`config.mk`:
```
export PLATFORM = sky130hd
export DESIGN_NAME = keypad_scanner
export DESIGN_NICKNAME = d
export VERILOG_FILES = /design/src/rtl/keypad_scanner.sv
export SDC_FILE = /design/constraint.sdc
export NUM_CORES = 1
export LEC_CHECK = 0
export BUFFER_PORTS_ARGS = -buffer_cell sky130_fd_sc_hd__buf_2
export CORE_AREA = 2 2 112 114
export DETAILED_ROUTE_END_ITERATION = 8
export DIE_AREA = 0 0 114 116
export GPL_TIMING_DRIVEN = 0
export MAX_ROUTING_LAYER = met4
export SETUP_SLACK_MARGIN = 0.4
export SLEW_MARGIN = 20
export SYNTH_ARGS = -nofsm -noshare
export SYNTH_HDL_FRONTEND = slang
export SYNTH_SLANG_ARGS = --single-unit
```
`constraint.sdc`:
```
create_clock -name clk -period 16.7 [get_ports clk]
set_input_delay 1.67 -clock clk [delete_from_list [all_inputs] [get_ports clk]]
set_output_delay 1.67 -clock clk [all_outputs]
set_load 0.02 [all_outputs]
```
`src/rtl/keypad_scanner.sv`:
```
// rtl/keypad_scanner.sv - 4x4 matrix keypad scanner with scan-level debounce and one-shot key events
module keypad_scanner #(
    parameter int SCAN_DIV       = 50000,
    parameter int DEBOUNCE_SCANS = 4
) (
    input  logic       clk,
    input  logic       reset,
    input  logic [3:0] row,
    output logic [3:0] col,
    output logic [3:0] key_code,
    output logic       key_valid,
    output logic       key_down
);

    localparam int DW = $clog2(SCAN_DIV);
    localparam int CW = $clog2(DEBOUNCE_SCANS + 1);
    localparam logic [DW-1:0] DWELL_LAST = DW'(SCAN_DIV - 1);
    localparam logic [CW-1:0] CNT_LAST   = CW'(DEBOUNCE_SCANS - 1);

    typedef enum logic [1:0] {IDLE, CAND, PRESSED} state_t;

    logic [DW-1:0] dwell;
    logic [1:0]    col_idx;
    logic [3:0]    row_s1, row_s2;
    logic [15:0]   snapshot, snap_full;
    state_t        state, state_n;
    logic [3:0]    cand, cand_n;
    logic [CW-1:0] cnt, cnt_n;
    logic [3:0]    key_code_n;
    logic          key_valid_n, key_down_n;
    logic [4:0]    ones;
    logic [3:0]    hit;
    logic          accept;

    wire sample   = (dwell == DWELL_LAST);
    wire scan_end = sample && (col_idx == 2'd3);
    wire single   = (ones == 5'd1);

    // Snapshot with the active column's bits overlaid, so scan_end sees all 16 keys at once.
    always_comb begin
        snap_full = snapshot;
        for (int r = 0; r < 4; r++)
            snap_full[{2'(r), col_idx}] = ~row_s2[r];
    end

    always_comb begin
        ones = '0;
        hit  = '0;
        for (int i = 0; i < 16; i++) begin
            if (snap_full[i]) begin
                ones = ones + 5'd1;
                hit  = 4'(i);
            end
        end
    end

    always_ff @(posedge clk) begin
        if (!reset) begin
            dwell     <= '0;
            col_idx   <= 2'd0;
            col       <= 4'b1110;
            row_s1    <= 4'b1111;
            row_s2    <= 4'b1111;
            snapshot  <= '0;
            state     <= IDLE;
            cand      <= '0;
            cnt       <= '0;
            key_code  <= '0;
            key_valid <= 1'b0;
            key_down  <= 1'b0;
        end else begin
            row_s1 <= row;
            row_s2 <= row_s1;
            if (sample) begin
                dwell    <= '0;
                col_idx  <= col_idx + 2'd1;
                col      <= ~(4'b0001 << (col_idx + 2'd1));
                snapshot <= snap_full;
            end else begin
                dwell <= dwell + DW'(1);
            end
            state     <= state_n;
            cand      <= cand_n;
            cnt       <= cnt_n;
            key_code  <= key_code_n;
            key_valid <= key_valid_n;
            key_down  <= key_down_n;
        end
    end

    // cnt is the match count in CAND and the release count in PRESSED.
    always_comb begin
        state_n     = state;
        cand_n      = cand;
        cnt_n       = cnt;
        key_code_n  = key_code;
        key_valid_n = 1'b0;
        key_down_n  = key_down;
        accept      = 1'b0;
        if (scan_end) begin
            case (state)
                IDLE: begin
                    if (single) begin
                        cand_n  = hit;
                        cnt_n   = CW'(1);
                        state_n = CAND;
                        if (CNT_LAST == '0) accept = 1'b1;
                    end
                end
                CAND: begin
                    if (single) begin
                        if (hit == cand) begin
                            if (cnt == CNT_LAST) accept = 1'b1;
                            else cnt_n = cnt + CW'(1);
                        end else begin
                            cand_n = hit;
                            cnt_n  = CW'(1);
                        end
                    end else begin
                        state_n = IDLE;
                        cnt_n   = '0;
                    end
                end
                PRESSED: begin
                    if (ones == 5'd0) begin
                        if (cnt == CNT_LAST) begin
                            key_down_n = 1'b0;
                            state_n    = IDLE;
                            cnt_n      = '0;
                        end else begin
                            cnt_n = cnt + CW'(1);
                        end
                    end else begin
                        cnt_n = '0;
                    end
                end
                default: begin
                    state_n = IDLE;
                    cnt_n   = '0;
                end
            endcase
            if (accept) begin
                key_code_n  = cand_n;
                key_valid_n = 1'b1;
                key_down_n  = 1'b1;
                state_n     = PRESSED;
                cnt_n       = '0;
            end
        end
    end

endmodule

```
Word level (Yosys, flattened, before mapping)
Index checks and enable logic that the tools add are counted.
Widths: inputs -> output; s select.

word-level totals
  input port bits = 6
  register bits after elaboration = 61
  word-level logic and storage cells = 144
  output and inout bits = 10

cells by class
  bitwise gates (word level) = 6
  $add $sub $neg = 18
  magnitude comparators = 8
  eq/ne operators = 12
  shifts and indexed selects = 1
  reduce and logical (&&, ||, !) cells = 16
  muxes and demuxes = 71

operators by type and width
  kind                   count
  $add 5x1->5 const B    15
  $mux 5                 15
  $mux 4                 17
  $bwmux 16              4
  $mux 3                 7
  $add 16x1->16 const B  1
  $eq 16x16->1 const B   1
  $mux 1                 16
  $ne 3x3->1 const B     4
  $lt 4x5->1 const B     2
  $mux 2                 5
  $pmux 3 s3             1
  $demux 1 s2            4
  $ge 4x1->1 const B     2
  $pmux 4 s2             1
  $pmux 2 s3             1
  $reduce_bool 2->1      3
  $eq 5x1->1 const B     1
  $logic_and 1x1->1      5
  $logic_not 5->1        1
  $lt 2x5->1 const B     1
  $lt 3x5->1 const B     1
  $ne 5x5->1 const B     1
  $not 1->1              5
  16 further kinds       18

Longest topological paths before layout
  depth after elaboration = 45
  gate-level depth with buffers = 53
  gate-level depth less buffers = 52

Worst setup path after synthesis
OpenSTA, ideal clock, no wires.

  path kind = register -> register
  from = register col_idx[0]
  to = register cnt[0]
  setup time = 0.084 ns
  buffers on the path = 0
  data required time = 16.616 ns
  data arrival time = 10.244 ns
  slack = 6.372 ns
  cell stages (with the launch flop) = 53
  cells stage by stage = dfxtp_1 inv_1 ha_1 or2_1 nor3b_1 a211oi_2 xnor2_2 ha_1 nor3_1 nor2_1 ha_1 nand3_1 o21ai_0 and2_1 ha_1 nor2_1 nor2_1 ha_1 [... 17 more ...] o31ai_1 or2_2 ha_1 nand2b_1 o31a_1 ha_1 mux2_2 ha_1 nand2_1 xor2_1 or4b_1 mux2i_1 nand2_1 mux2_2 a21boi_1 o311a_1 or4_4 o31ai_2

on the way
  longest elaborated chain between the ends = 45
  elaborated cells between the ends (all ways) = 87

ends and longest elaborated chain
  item                                                                   line  text
  start, declared                                                        23    logic [1:0] col_idx;
  start signal, assigned                                                 76    col_idx <= col_idx + 2'd1;
  $lt 2x5->1 (implied by the code) / $ge 2x1->1 (equally long branches)  43    snap_full[{2'(r), col_idx}] = ~row_s2[r];
  $logic_and 1x1->1 (implied by the code)                                43
  $mux 1 (implied by the code)                                           43
  $demux 1 s2                                                            43
  $bwmux 16 (4 in series)                                                43
  $mux 1                                                                 50    if (snap_full[i]) begin
  $add 5x1->5                                                            51    ones = ones + 5'd1;
  $mux 5                                                                 50
  [... 26 more ...]                                                      --
  $add 5x1->5                                                            51
  $mux 5                                                                 50
  $eq 5x1->1                                                             37    wire single = (ones == 5'd1);
  $mux 1                                                                 111   if (single) begin
  $mux 1                                                                 101   case (state)
  $mux 1                                                                 100   if (scan_end) begin
  $ne 5x5->1 (no source line) / $ne 3x3->1 (equally long branches)       --
  $reduce_and 3->1 (no source line)                                      --
  end signal, assigned                                                   84    cnt <= cnt_n;
  end, declared                                                          28    logic [CW-1:0] cnt, cnt_n;

Several ways; a longest one is shown, not always the timed one. The select of a mux whose other input is x is not followed.
A chain may end at the register's enable or synchronous reset.

Worst setup path after layout
  from = register col_idx[0]
  to = register cand[3]

on the way
  longest elaborated chain between the ends = 42
  elaborated cells between the ends (all ways) = 78

ends and longest elaborated chain
  item                                                                   line      text
  $lt 2x5->1 (implied by the code) / $ge 2x1->1 (equally long branches)  43
  $logic_and 1x1->1 (implied by the code)                                43
  $mux 1 (implied by the code)                                           43
  $demux 1 s2                                                            43
  $bwmux 16 (4 in series)                                                43
  $mux 1                                                                 50
  $add 5x1->5                                                            51
  $mux 5                                                                 50
  [... 23 more ...]                                                      --
  $mux 5                                                                 50
  $add 5x1->5                                                            51
  $mux 5                                                                 50
  $add 5x1->5                                                            51
  $mux 5                                                                 50
  $eq 5x1->1                                                             37
  $mux 4 (on tied branches)                                              111, 103
  $pmux 4 s2                                                             101
  end signal, assigned                                                   83        cand <= cand_n;
  end, declared                                                          27        logic [3:0] cand, cand_n;

Several ways; a longest one is shown, not always the timed one.

==> results.toml <==
[die]
dieWidth_um = 114
io-pin-count = 16
start_util_pct = 39.2
core_um2 = 11900
die_h_um = 116
num_rows = 40
die_area_um2 = 13200

[yosys]
yosys_most_used_dff = "dfxtp_1"
async_flop_share_pct = 0
synth_edf_count = 0
ys_ff_latch = 61
synth-warning-count = 0
synth_cell_types = 74
synth_nets = 612
yosysSeqAreaShare_pct = 26.1
synth_area_um2 = 4670
syn_inst = 585
syn_avg_cell_area_um2 = 7.98

[route]
viasPerCell = 5.54
drt_iter0_markers = 203
first_pass_iters = 5
dr_total_vias = 4222
antenna_left = 0
drc_errors = 0
finalWirelength_um = 11600
drt-wirelength-per-cell_um = 15.2

[timing]
min_period_over_period_pct = 69.7
hold_viol = 0
setup_viol = 0
fin_crit_ns = 11.64
slew_viol_final = 0
rsz0062_at_grt = "false"
skew_ns = 0.00703
setup_tns_ns = 0
fmax_mhz = 85.9
holdWs_ns = 0.405
relSlewSlack_pct = 37.5
worstMarginPinSlew_ns = 0.925

[place]
dp_cells = 747
dpl_cell_area_um2 = 4930
port_buffers = 15
gp_congestion = 0.872
dp.final_hpwl_um = 9030

[worst_setup_path]
cpPeakStageDelay_ns = 0.50
cp_num_buf_inv = 1
worstPathMaxFanout = 7
worstSetupEndpointType = "flop"
cp_top_family = "simple AND/OR/NAND/NOR gates"
cpMostUsedCell = "ha_1"
worstSetupPathType = "flop to flop"
crit_required_ns = 16.88
cp-start-kind = "flop"
crit_arrival_ns = 11.82
slowest_stage = "or4b_1"

[finish]
drive_above_1_share_pct = 10.1
num_antenna_cells = 0
utilization_pct = 44.0
finalInstanceArea_um2 = 5240
nets = 638
stdcell_count = 762
area_growth_pct = 12.3

[power]
power_frac_seq_pct = 39.8
p_int_mw = 0.292
p_clk_share_pct = 51.9
comb_power_share_pct = 8.3
power_density_nw_per_um2 = 71.1
max-vdd-ir-drop_uv = 59.8
leakage_nw = 2.16
power.net_switching_mw = 0.0804
sw_frac_of_total_pct = 21.6

[cts]
insertion_delay_ns = 0.32
cts.clk_slew.worst_paths_ns = 0.05
numCtsBuffers = 9
clockBufferDepth = 2
cts_max_level = 3
post-cts-setup-buffers = 0
cts_tree = "built"
cts_root_buf = "clkbuf_16"
cts_sinks = 61
ctsHoldBuffers = 0
post_cts_resized = 0

[global_routing]
antenna_found_initial = 0
grt_use_met3_pct = 3.14
grt_overflow = 0
grt_start_max_net_pins = 11
met2_usage_pct = 32.0
use_met1_pct = 23.8
grt_pass1_wl_um = 19600
grt_usage_pct = 18.9
top_usage_layer = "met2"
grt_pass1_vias = 4084

[flow_run]
maxCapViolCount = 0

[min_path]
hold_class = "flop to flop"

[run_status]
status = "finished, final reports clean"
logic make-up (layout without fill, tap and decap cells):
kind of cell / count (synthesis) / count (layout) / share of synthesized area, %
compound gates: 123 / 123 / 18.3
mux: 20 / 20 / 4.39
fa+ha+maj: 21 / 21 / 5.63
flops: 61 / 61 / 26.1
xor+xnor: 64 / 64 / 15.2
simple gates: 256 / 256 / 26.9
buf+inv: 40 / 70 / 3.38
metal layers:
layer / vias up / part of all wire [%] / wire length, µm
li1: 2133 / - / -
met5: - / 0 / 0
met1: 2010 / 47 / 5450
met2: 71 / 48 / 5610
met4: 0 / 0.90 / 104
met3: 8 / 3.5 / 405
Yosys cell counts, types with 3 or more instances:
master	number	share of area, %
a211o_1	4	0.75
a211oi_1	4	0.64
a21o_1	12	1.9
a21oi_1	35	3.8
a31oi_1	3	0.40
a41oi_1	3	0.56
and2_1	14	1.9
and3_1	11	1.5
buf_2	3	0.32
clkbuf_1	16	1.3
dfxtp_1	61	26
ha_1	21	5.6
inv_1	17	1.4
mux2_2	4	0.96
mux2i_1	16	3.4
nand2_1	47	3.8
nand2b_1	12	1.6
nand3_1	21	2.3
nand4_1	13	1.7
nor2_1	88	7.1
nor2b_1	4	0.54
nor3_1	9	0.96
nor3b_1	5	0.80
nor4_1	4	0.54
o2111ai_1	3	0.56
o211ai_1	8	1.3
o21ai_0	12	1.3
o21ai_1	3	0.32
o31ai_1	6	0.96
or2_1	3	0.40
or2_2	10	1.3
or3_1	3	0.40
xnor2_1	37	6.9
xnor3_1	4	1.9
xor2_1	16	3.0
flip-flops by register name (all words and copies together) (netlist names), 3 cells and up:
| register | cells |
|---|---|
| dwell | 16 |
| snapshot | 16 |
| cand | 4 |
| col | 4 |
| key_code | 4 |
| row_s1 | 4 |
| row_s2 | 4 |
| cnt | 3 |
path summary, 6_finish.rpt:
path	start	endpoint	slack [ns]	cells after the start
worst min-delay path	row_s1[2]$_SDFF_PN1_	row_s2[2]$_SDFF_PN1_	0.40	1
worst max register to register	col_idx[0]$_SDFFE_PN0N_	cand[3]$_SDFFE_PN0P_	5.06	52
worst max-delay path	col_idx[0]$_SDFFE_PN0N_	cand[3]$_SDFFE_PN0P_	5.06	52
worst min register to register	row_s1[2]$_SDFF_PN1_	row_s2[2]$_SDFF_PN1_	0.40	1
placed cells by master, fill, tap and decap left out, types with 4 or more instances in the layout:
cell type,count
and2_1,14
nor3_1,9
dfxtp_1,61
or2_2,10
clkbuf_1,16
nor4_1,4
o211ai_1,8
buf_2,18
nor2b_1,4
nand3_1,21
nor3b_1,5
o31ai_1,6
ha_1,21
a21oi_1,35
a211o_1,4
and3_1,11
inv_1,17
a211oi_1,4
nor2_1,88
nand2b_1,12
xnor3_1,4
nand2_1,47
a21o_1,12
clkbuf_16,9
xor2_1,16
nand4_1,13
mux2i_1,16
xnor2_1,37
mux2_2,4
o21ai_0,12
cell type report:
cell class	count	area, µm²
sequential	61	1220
tap	147	184
clock inverter	5	75.1
timing repair buffer	15	75.1
clock buffer	10	239
inverter	18	67.6
multi-input combinational	484	3290
buffer	22	90.1
fill	1209	6670
power by group through the flow:
stage / Combinational [mW] / Sequential, mW / Clock [mW]
after floorplan: 0.0241 / 0.151 / 0
after global placement: 0.0303 / 0.151 / 0
after detailed placement: 0.0308 / 0.151 / 0
after CTS: 0.0310 / 0.148 / 0.199
after global routing: 0.0349 / 0.148 / 0.205
final: 0.0311 / 0.148 / 0.194
metrics by stage:
stage	setup slack (ns)	total power, mW
detailed placement	5.19	0.182
CTS	5.12	0.378
floorplan	6.37	0.175
finish	5.06	0.373
global placement	5.41	0.181
global route	4.19	0.388
No activity file was read; power rests on OpenSTA's default activity.
